`src/rtl/spi_regbus_slave.sv`:
```
`timescale 1ns/1ps
// spi_regbus_slave: mode-0 SPI slave bridging 40-bit frames {rw, addr[6:0], data[31:0]} to a register bus.
// Optional macro SPI_MISO_TRISTATE_EN floats SPI_MISO while deselected or in reset.
module spi_regbus_slave #(
   parameter int SYNC_STAGES = 2
) (
   input  logic        clk,
   input  logic        reset_n,
   input  logic        SPI_CSL,
   input  logic        SPI_SCLK,
   input  logic        SPI_MOSI,
   output logic        SPI_MISO,
   output logic        we,
   output logic        re,
   output logic [6:0]  addr,
   output logic [31:0] wdat,
   input  logic [31:0] rdat
);

   typedef enum logic [1:0] {IDLE, HDR, DATA, DONE} state_t;
   state_t state, state_nxt;

   logic [SYNC_STAGES-1:0] csl_sync, sclk_sync, mosi_sync, vld_pipe;
   logic        csl_s, sclk_s, mosi_s, csl_d, sclk_d, armed;
   logic        csl_fall, sclk_rise, bit_ok;
   logic [5:0]  cnt;
   logic [31:0] in_sr, miso_sr;
   logic        rw, rd_pend, miso_bit;

   // armed stays low until CSL has been seen high through a flushed synchronizer,
   // so releasing reset mid-frame cannot fake a CSL falling edge
   always_ff @(posedge clk or negedge reset_n)
      if (!reset_n) begin
         csl_sync  <= '1;
         sclk_sync <= '0;
         mosi_sync <= '0;
         vld_pipe  <= '0;
         csl_d     <= 1'b1;
         sclk_d    <= 1'b0;
         armed     <= 1'b0;
      end else begin
         csl_sync  <= {csl_sync[SYNC_STAGES-2:0], SPI_CSL};
         sclk_sync <= {sclk_sync[SYNC_STAGES-2:0], SPI_SCLK};
         mosi_sync <= {mosi_sync[SYNC_STAGES-2:0], SPI_MOSI};
         vld_pipe  <= {vld_pipe[SYNC_STAGES-2:0], 1'b1};
         csl_d     <= csl_s;
         sclk_d    <= sclk_s;
         if (vld_pipe[SYNC_STAGES-1] && csl_s) armed <= 1'b1;
      end

   assign csl_s     = csl_sync[SYNC_STAGES-1];
   assign sclk_s    = sclk_sync[SYNC_STAGES-1];
   assign mosi_s    = mosi_sync[SYNC_STAGES-1];
   assign csl_fall  = armed & csl_d & ~csl_s;
   assign sclk_rise = sclk_s & ~sclk_d;
   // CSL high wins over a coincident SCLK edge: the edge is dropped and the frame aborts
   assign bit_ok    = sclk_rise & ~csl_s & ((state == HDR) || (state == DATA));

   always_ff @(posedge clk or negedge reset_n)
      if (!reset_n) state <= IDLE;
      else          state <= state_nxt;

   always_comb begin
      state_nxt = state;
      case (state)
         IDLE: if (csl_fall) state_nxt = HDR;
         HDR:  if (csl_s) state_nxt = IDLE;
               else if (sclk_rise && cnt == 6'd7) state_nxt = DATA;
         DATA: if (csl_s) state_nxt = IDLE;
               else if (sclk_rise && cnt == 6'd39) state_nxt = DONE;
         DONE: if (csl_s) state_nxt = IDLE;
         default: state_nxt = IDLE;
      endcase
   end

   always_ff @(posedge clk or negedge reset_n)
      if (!reset_n) begin
         cnt     <= '0;
         in_sr   <= '0;
         miso_sr <= '0;
         rw      <= 1'b0;
         rd_pend <= 1'b0;
         we      <= 1'b0;
         re      <= 1'b0;
         addr    <= '0;
         wdat    <= '0;
      end else begin
         we      <= 1'b0;
         re      <= 1'b0;
         rd_pend <= re;
         if (state == IDLE && csl_fall) begin
            cnt     <= '0;
            miso_sr <= '0;
            rw      <= 1'b0;
         end
         if (bit_ok) begin
            in_sr <= {in_sr[30:0], mosi_s};
            if (cnt != 6'd40) cnt <= cnt + 6'd1;
            if (state == HDR && cnt == 6'd7) begin
               addr <= {in_sr[5:0], mosi_s};
               rw   <= in_sr[6];
               re   <= in_sr[6];
            end
            if (state == DATA) begin
               miso_sr <= {miso_sr[30:0], 1'b0};
               if (cnt == 6'd39 && !rw) begin
                  wdat <= {in_sr[30:0], mosi_s};
                  we   <= 1'b1;
               end
            end
         end
         // load lands well inside SCLK high/low windows, so it never meets a shift
         if (rd_pend) miso_sr <= rdat;
      end

   assign miso_bit = (state == DATA) && rw && !csl_s && miso_sr[31];

`ifdef SPI_MISO_TRISTATE_EN
   assign SPI_MISO = (csl_s || !reset_n) ? 1'bz : miso_bit;
`else
   assign SPI_MISO = miso_bit;
`endif

endmodule

```
`config.mk`:
```
export PLATFORM = sky130hd
export DESIGN_NAME = spi_regbus_slave
export DESIGN_NICKNAME = d
export VERILOG_FILES = /design/src/rtl/spi_regbus_slave.sv
export SDC_FILE = /design/constraint.sdc
export NUM_CORES = 1
export LEC_CHECK = 0
export ABC_AREA = 1
export CAP_MARGIN = 20
export CORE_UTILIZATION = 29
export CTS_CLUSTER_SIZE = 16
export DETAILED_ROUTE_END_ITERATION = 12
export DONT_BUFFER_PORTS = 1
export PLACE_DENSITY_LB_ADDON = 0.12
export SLEW_MARGIN = 20
export SYNTH_ARGS = -nofsm -noshare
export SYNTH_HDL_FRONTEND = slang
export SYNTH_SLANG_ARGS = --single-unit
```
`constraint.sdc`:
```
create_clock -name clk -period 1.7 [get_ports clk]
set_clock_uncertainty 0.1 [all_clocks]
set_input_delay 0.34 -clock clk [delete_from_list [all_inputs] [get_ports clk]]
set_output_delay 0.34 -clock clk [all_outputs]
set_load 0.02 [all_outputs]
```
==> results.txt, run 1 <==
Status: finished, violations left
Violated checks: DRC, hold timing, setup timing
Inserted Diodes: 0
Worst-Skew Late Latency: 420 ps
Initial DRC Count: 175
Clock root buffer: clkbuf_16
Worst Setup SP: state[0]
Die area: 19,200 µm²
Hold Path Class: in2async
Post-synthesis sequential area ratio: 58.0%
Final std cells w/o fill: 920
Die width: 138 µm
Area after DPL: 5750 µm²
Routed vias: 4,116
Combinational fraction of design power: 15.1%
Period utilization: 105%
EDFF count, synth: 0
Initial antenna violation count: 0
Hold Fails Final Rpt: 125
Worst Setup Path Type: reg2out
Post-layout min period: 1780 ps
Syn Area/Cell: 8.70 µm²
Hold Slack: -481 ps
Number of max-cap violations: 0
Peak supply drop: 0.000638 V
Total track usage: 14.3%
Startpoint Class: register
Total power: 8450 µW
Ys flop type: dfrtp_1
Core Region: 18,100 µm²
Register bit total from synthesis: 125
CTS tree: done
Initial Util: 29.9%
DRT antenna net count: 0
DR WL/cell: 14.1 µm
CTS Hold Bufs: 35
Worst path setup slack after routing: -79.1 ps
Pin count of the biggest net entering global routing: 126
IO buf count: 0
Vias/cell: 4.47
First-pass GRT wire length: 21,400 µm
I/O Pins: 79
Reg power frac: 39.9%
Net Sw Power: 2270 µW
Async set-reset flop share out of synthesis: 100%
CP endpoint kind: output pin
GPL Wtd Cong: 0.788
Synth cell types: 29
Final Core Density: 40.2%
R2r setup slk: -80 ps
GRT overflow: 0
HPWL Detailed: 7180 µm
Mapped Cells: 621
TritonCTS Buffers: 17
P&R area growth vs syn: 34.6%
Vias in the first global route: 4,099
Die extent in y: 138 µm
H-tree level count: 4
Worst-path clk slew: 60 ps
Cell row count: 49
Syn Std Cell Area: 5400 µm²
Pwr per Cell Area: 1160 nW/µm²
Final WL: 12,900 µm
CTS Sinks: 125
Setup Viol. Count Final: 65
Critical Path Fanout Max: 3
Placed insts: 838
Static Leak: 0.00337 µW
Syn nets: 665
Layout cell share with drive strength beyond 1: 21.7%
Clock power share: 45.0%
CP Data Arrival Time: 1340 ps
Switching Fraction: 26.9%
Final slew viol count: 0
Internal power: 6180 µW
RSZ-0062 raised after global routing: true
Final net count: 722
Reg2reg start: state[1]
Drt pass-1 iters: 8
CTS max path bufs: 2
Remaining DRCs: 10
Timing-limited maximum frequency: 562 MHz
YS warnings: 0
Critical Path RT: 1260 ps
Design area: 7270 µm²
## worst max-delay path: stages, from the launching register on
cell	delay, ps
dfrtp_1	380
inv_2	120
ha_4	150
nand2_4	50
nor2_4	90
buf_6	120
## timing repair
action	4_1_cts	5_1_grt
pin swaps	3	19
cloned	4	3
endpoints found under the setup margin	55	89
endpoints found under the hold margin	160	125
setup buffers	3	6
resized for setup	12	100
## worst paths after layout
kind | to | cells past startpoint
max in group asynchronous | in_sr[26] | 0
worst min register to register | mosi_sync[1] | 0
worst min-delay path | miso_sr[18] | 0
worst max register to register | wdat[8] | 9
worst max-delay path | SPI_MISO | 5
min in group clk | mosi_sync[1] | 0
## routing by layer
| layer | global-route usage [%] | wire length (µm) | up-vias |
|---|---|---|---|
| li1 | - | - | 2062 |
| met1 | 18.1 | 6040 | 1956 |
| met2 | 22.1 | 5910 | 82 |
| met3 | 5.09 | 784 | 16 |
| met4 | 5.85 | 205 | 0 |
| met5 | 0 | 0 | - |
## cells in the final DEF, fill, tap and decap left out, types with 8 or more instances in the layout
master,synthesis,layout
inv_1,68,63
nand2_4,0,9
o21ai_2,13,17
o21ai_1,13,39
a21oi_1,31,16
buf_12,0,8
clkbuf_16,0,20
dlygate4sd3_1,0,35
nand3_1,17,13
o21ai_0,62,32
nand2_2,2,18
dfrtp_1,122,122
buf_4,0,15
nand2_1,221,196
a21oi_2,0,15
## cell usage after synthesis (3+ instances only)
library cell    n  area share (%)
nand2_1       221              15
dfrtp_1       122              57
inv_1          68             4.7
o21ai_0        62             5.7
a21oi_1        31             2.9
nand3_1        17             1.6
clkbuf_1       14            0.97
o21ai_1        13             1.2
o21ai_2        13             2.1
buf_2          10            0.93
nor2_1          9            0.63
ha_1            7             1.6
nand4_1         6            0.70
buf_6           5             1.0
buf_1           3            0.21
dfstp_2         3             1.5
## sequential cells by signal, summed over array words and instances, names as in the netlist
| register | cells |
|---|---|
| addr | 7 |
| armed | 1 |
| cnt | 6 |
| csl_d | 1 |
| csl_sync | 2 |
| in_sr | 31 |
| miso_sr | 32 |
| mosi_sync | 2 |
| rd_pend | 1 |
| re | 1 |
| rw | 1 |
| sclk_d | 1 |
| sclk_sync | 2 |
| state | 2 |
| vld_pipe | 2 |
| wdat | 32 |
| we | 1 |
## logic make-up (layout without fill, tap and decap cells)
family          count (synthesis)  after routing  share of synthesized area (%)
other cells                     1              1                         0.0694
fa+ha+maj                       7              7                           1.62
compound gates                122            122                           12.3
buf+inv                       102            172                           8.02
simple gates                  261            261                           19.5
flops                         125            125                           58.0
xor+xnor                        3              3                          0.487
## layout make-up
class	count	area, µm²
multi-input combinational	394	2090
fill	1790	10800
inverter	70	267
clock inverter	14	183
timing repair buffer	70	868
clock buffer	18	439
tap	229	287
sequential	125	3130
## power groups by stage
stage	clock (µW)	sequential [µW]	combinational, µW
6_report	3810	3370	1270
5_1_grt	4050	3400	1430
4_1_cts	3930	3350	1030
3_5_place_dp	0	3400	910
3_3_place_gp	0	3390	882
2_1_floorplan	0	3390	614
## per-stage QoR
step | hold slack (ps) | TNS, ps | setup WS, ps
2_1_floorplan | -55.6 | 0 | 27.3
3_3_place_gp | -52.8 | 0 | 2.13
3_5_place_dp | -52.1 | -276 | -21.8
4_1_cts | -509 | -4410 | -108
5_1_grt | -514 | -10750 | -181
6_report | -481 | -2590 | -79.1
No activity file was read; power rests on OpenSTA's default activity.
==> inputs of run 2 (changes only) <==
Settings changed: CORE_MARGIN set to 2, CTS_CLUSTER_DIAMETER set to 150.
Clock period 1.7 ns to 1.5 ns, I/O delays scaled along.
==> run 2 against run 1 <==
Net effect:
- the flow finishes with violations (hold timing, setup timing)
- sequential share of layout area is 4.5 points lower
- critical path depth is 6 higher
- highest routed layer unchanged
- power is 19% higher
- largest power group unchanged
- register-to-register slack worse by 270 ps
- hold slack worse by 38 ps
==> results.txt, run 2 (synthesis gave the netlist of run 1 again) <==
Status: finished, violations left
Violated checks: hold timing, setup timing
Slowest stage delay, CP: 350 ps (-30 ps)
Period utilization: 124%
Initial Util: 29.8% (-0.10 points)
Final net count: 773 (+7.1%)
Worst-path clk slew: 60 ps (about the same)
Cell row count: 49 (unchanged)
Layout cell share with drive strength beyond 1: 31.0% (+9.3 points)
Die width: 140 µm (+1.4%)
GRT overflow: 0 (unchanged)
DP Worst Slack: -157 ps (-135 ps)
Core Region: 18,100 µm² (+0.34%)
I/O Pins: 79 (unchanged)
Worst Setup Path Type: reg2reg
Routed vias: 4,370 (+6.2%)
Met1 Track Usage GR: 18.2% (+0.13 points)
GR Layer Usage met3: 5.23% (+0.14 points)
Top Registers: miso_sr (32), wdat (32), in_sr (31)
Initial antenna violation count: 0 (unchanged)
Remaining DRCs: 0 (-10)
Reg2Reg Depth: 11 (+2)
Die extent in y: 140 µm (+1.4%)
Clock root buffer: clkbuf_16
Inserted Diodes: 0 (unchanged)
Most used cell, CP: nand2_1
RSZ-0062 raised after global routing: true
Hold Slack: -519 ps (-38.5 ps)
TritonCTS Buffers: 17 (unchanged)
Post-layout min period: 1850 ps
First-pass GRT wire length: 22,300 µm (+4.1%)
Final WL: 14,500 µm (+12%)
IO buf count: 0 (unchanged)
Startpoint Class: register
Reg2reg start: state[0]
Static Leak: 0.00382 µW (+14%)
Final slew viol count: 0 (unchanged)
CTS max path bufs: 2 (unchanged)
CP Buf/Inv Count: 5 (+3)
Number of max-cap violations: 0 (unchanged)
Drt pass-1 iters: 4 (-4)
Initial DRC Count: 213 (+22%)
Total track usage: 14.2% (-0.082 points)
R2R Path End: wdat[22]
Worst path setup slack after routing: -353 ps (-274 ps)
CTS Hold Bufs: 35 (unchanged)
Hold Path Class: in2async
Setup Viol. Count Final: 114 (+75%)
Met2 usage: 22.1% (about the same)
Critical Path RT: 1720 ps (+460 ps)
Total power: 10,100 µW (+19%)
Pwr per Cell Area: 1240 nW/µm² (+7.0%)
P&R area growth vs syn: 50.2%
Peak supply drop: 0.000695 V (+9.0%)
Critical Path Fanout Max: 9 (+6)
DR WL/cell: 14.9 µm (+5.9%)
Hold Fails Final Rpt: 125 (unchanged)
CP cell instances: inv_2, buf_4, ha_4, nand2_4, nor2_4, buf_6, nand3_4, buf_12, clkbuf_16, nand2_1, nand2_1
Crit-path leading delay family: buffers and inverters
Vias/cell: 4.50 (+0.59%)
CTS tree: done
Critical Path Slowest Stage Cell: dfrtp_1
Vias in the first global route: 4,298 (+4.9%)
Timing-limited maximum frequency: 540 MHz
R2r setup slk: -350 ps (-270 ps)
Top Usage Layer GRT: met2
GPL Wtd Cong: 0.706 (-10%)
Pin count of the biggest net entering global routing: 126 (unchanged)
CP Data Arrival Time: 2070 ps (+730 ps)
Commonest cells after routing, fill and taps aside: nand2_1 (173), dfrtp_1 (122), o21ai_1 (65), inv_1 (63), nand2_2 (43)
H-tree level count: 4 (unchanged)
CP endpoint kind: register
Most common cell after layout, fill and taps aside: nand2_1
Die area: 19,700 µm² (+2.9%)
HPWL Detailed: 7580 µm (+5.6%)
Worst-Skew Late Latency: 430 ps (about the same)
DRT antenna net count: 0 (unchanged)
CTS Sinks: 125 (unchanged)
[run 2: cell types whose count changed in the layout (fill, tap and decap cells not counted), moves of 14 or more]
cell     previous run  this run
o21ai_0            32         1
o21ai_1            39        65
nand2_2            18        43
nand2_1           196       173
buf_4              15        30
buf_6               4        18
[run 2: what timing repair did]
item                                    4_1_cts  5_1_grt
pin swaps                                    11       24
endpoints found under the hold margin       160      125
gates cloned                                 11       12
resized for setup                            84      114
setup buffers                                20        5
endpoints found under the setup margin      111      114
[run 2: final cells by class]
class	count	area, µm²
multi-input combinational	396	2240
fill	1726	10000
clock inverter	15	174
clock buffer	17	425
inverter	70	273
sequential	125	3130
timing repair buffer	119	1580
tap	229	287
[run 2: through the flow]
step	util, %	instance area [µm²]	TNS, ps	hold WS, ps	std cells
3_5_place_dp	33.0	5990	-10820	-92.0	861
5_1_grt	44.7	8110	-35780	-549	971
4_1_cts	41.8	7580	-25860	-550	957
6_report	44.7	8110	-28460	-519	971
3_3_place_gp	33.0	5990	-10100	-91.9	861
2_1_floorplan	-	5460	-4230	-95.6	621
[run 2: worst max path at each step]
stage	slack [ps]	cells after the start	start	endpoint
6_report	-350	11	state[0]	wdat[22]
5_1_grt	-420	11	state[0]	wdat[4]
4_1_cts	-330	6	state[0]	SPI_MISO
3_5_place_dp	-160	9	state[1]	miso_sr[8]
3_3_place_gp	-140	8	state[1]	addr[1]
2_1_floorplan	-120	9	state[0]	wdat[10]
[run 2: where the power goes]
part           switching [µW]  internal (µW)  leakage [µW]
clock                    1770           2370      0.000284
sequential                171           3650       0.00171
combinational             985           1150       0.00184
[run 2: metal layers]
| metal | share of wire, % | wire [µm] |
|---|---|---|
| met1 | 46 | 6660 |
| met5 | 0 | 0 |
| met2 | 47 | 6840 |
| met4 | 1.2 | 170 |
| met3 | 5.4 | 780 |
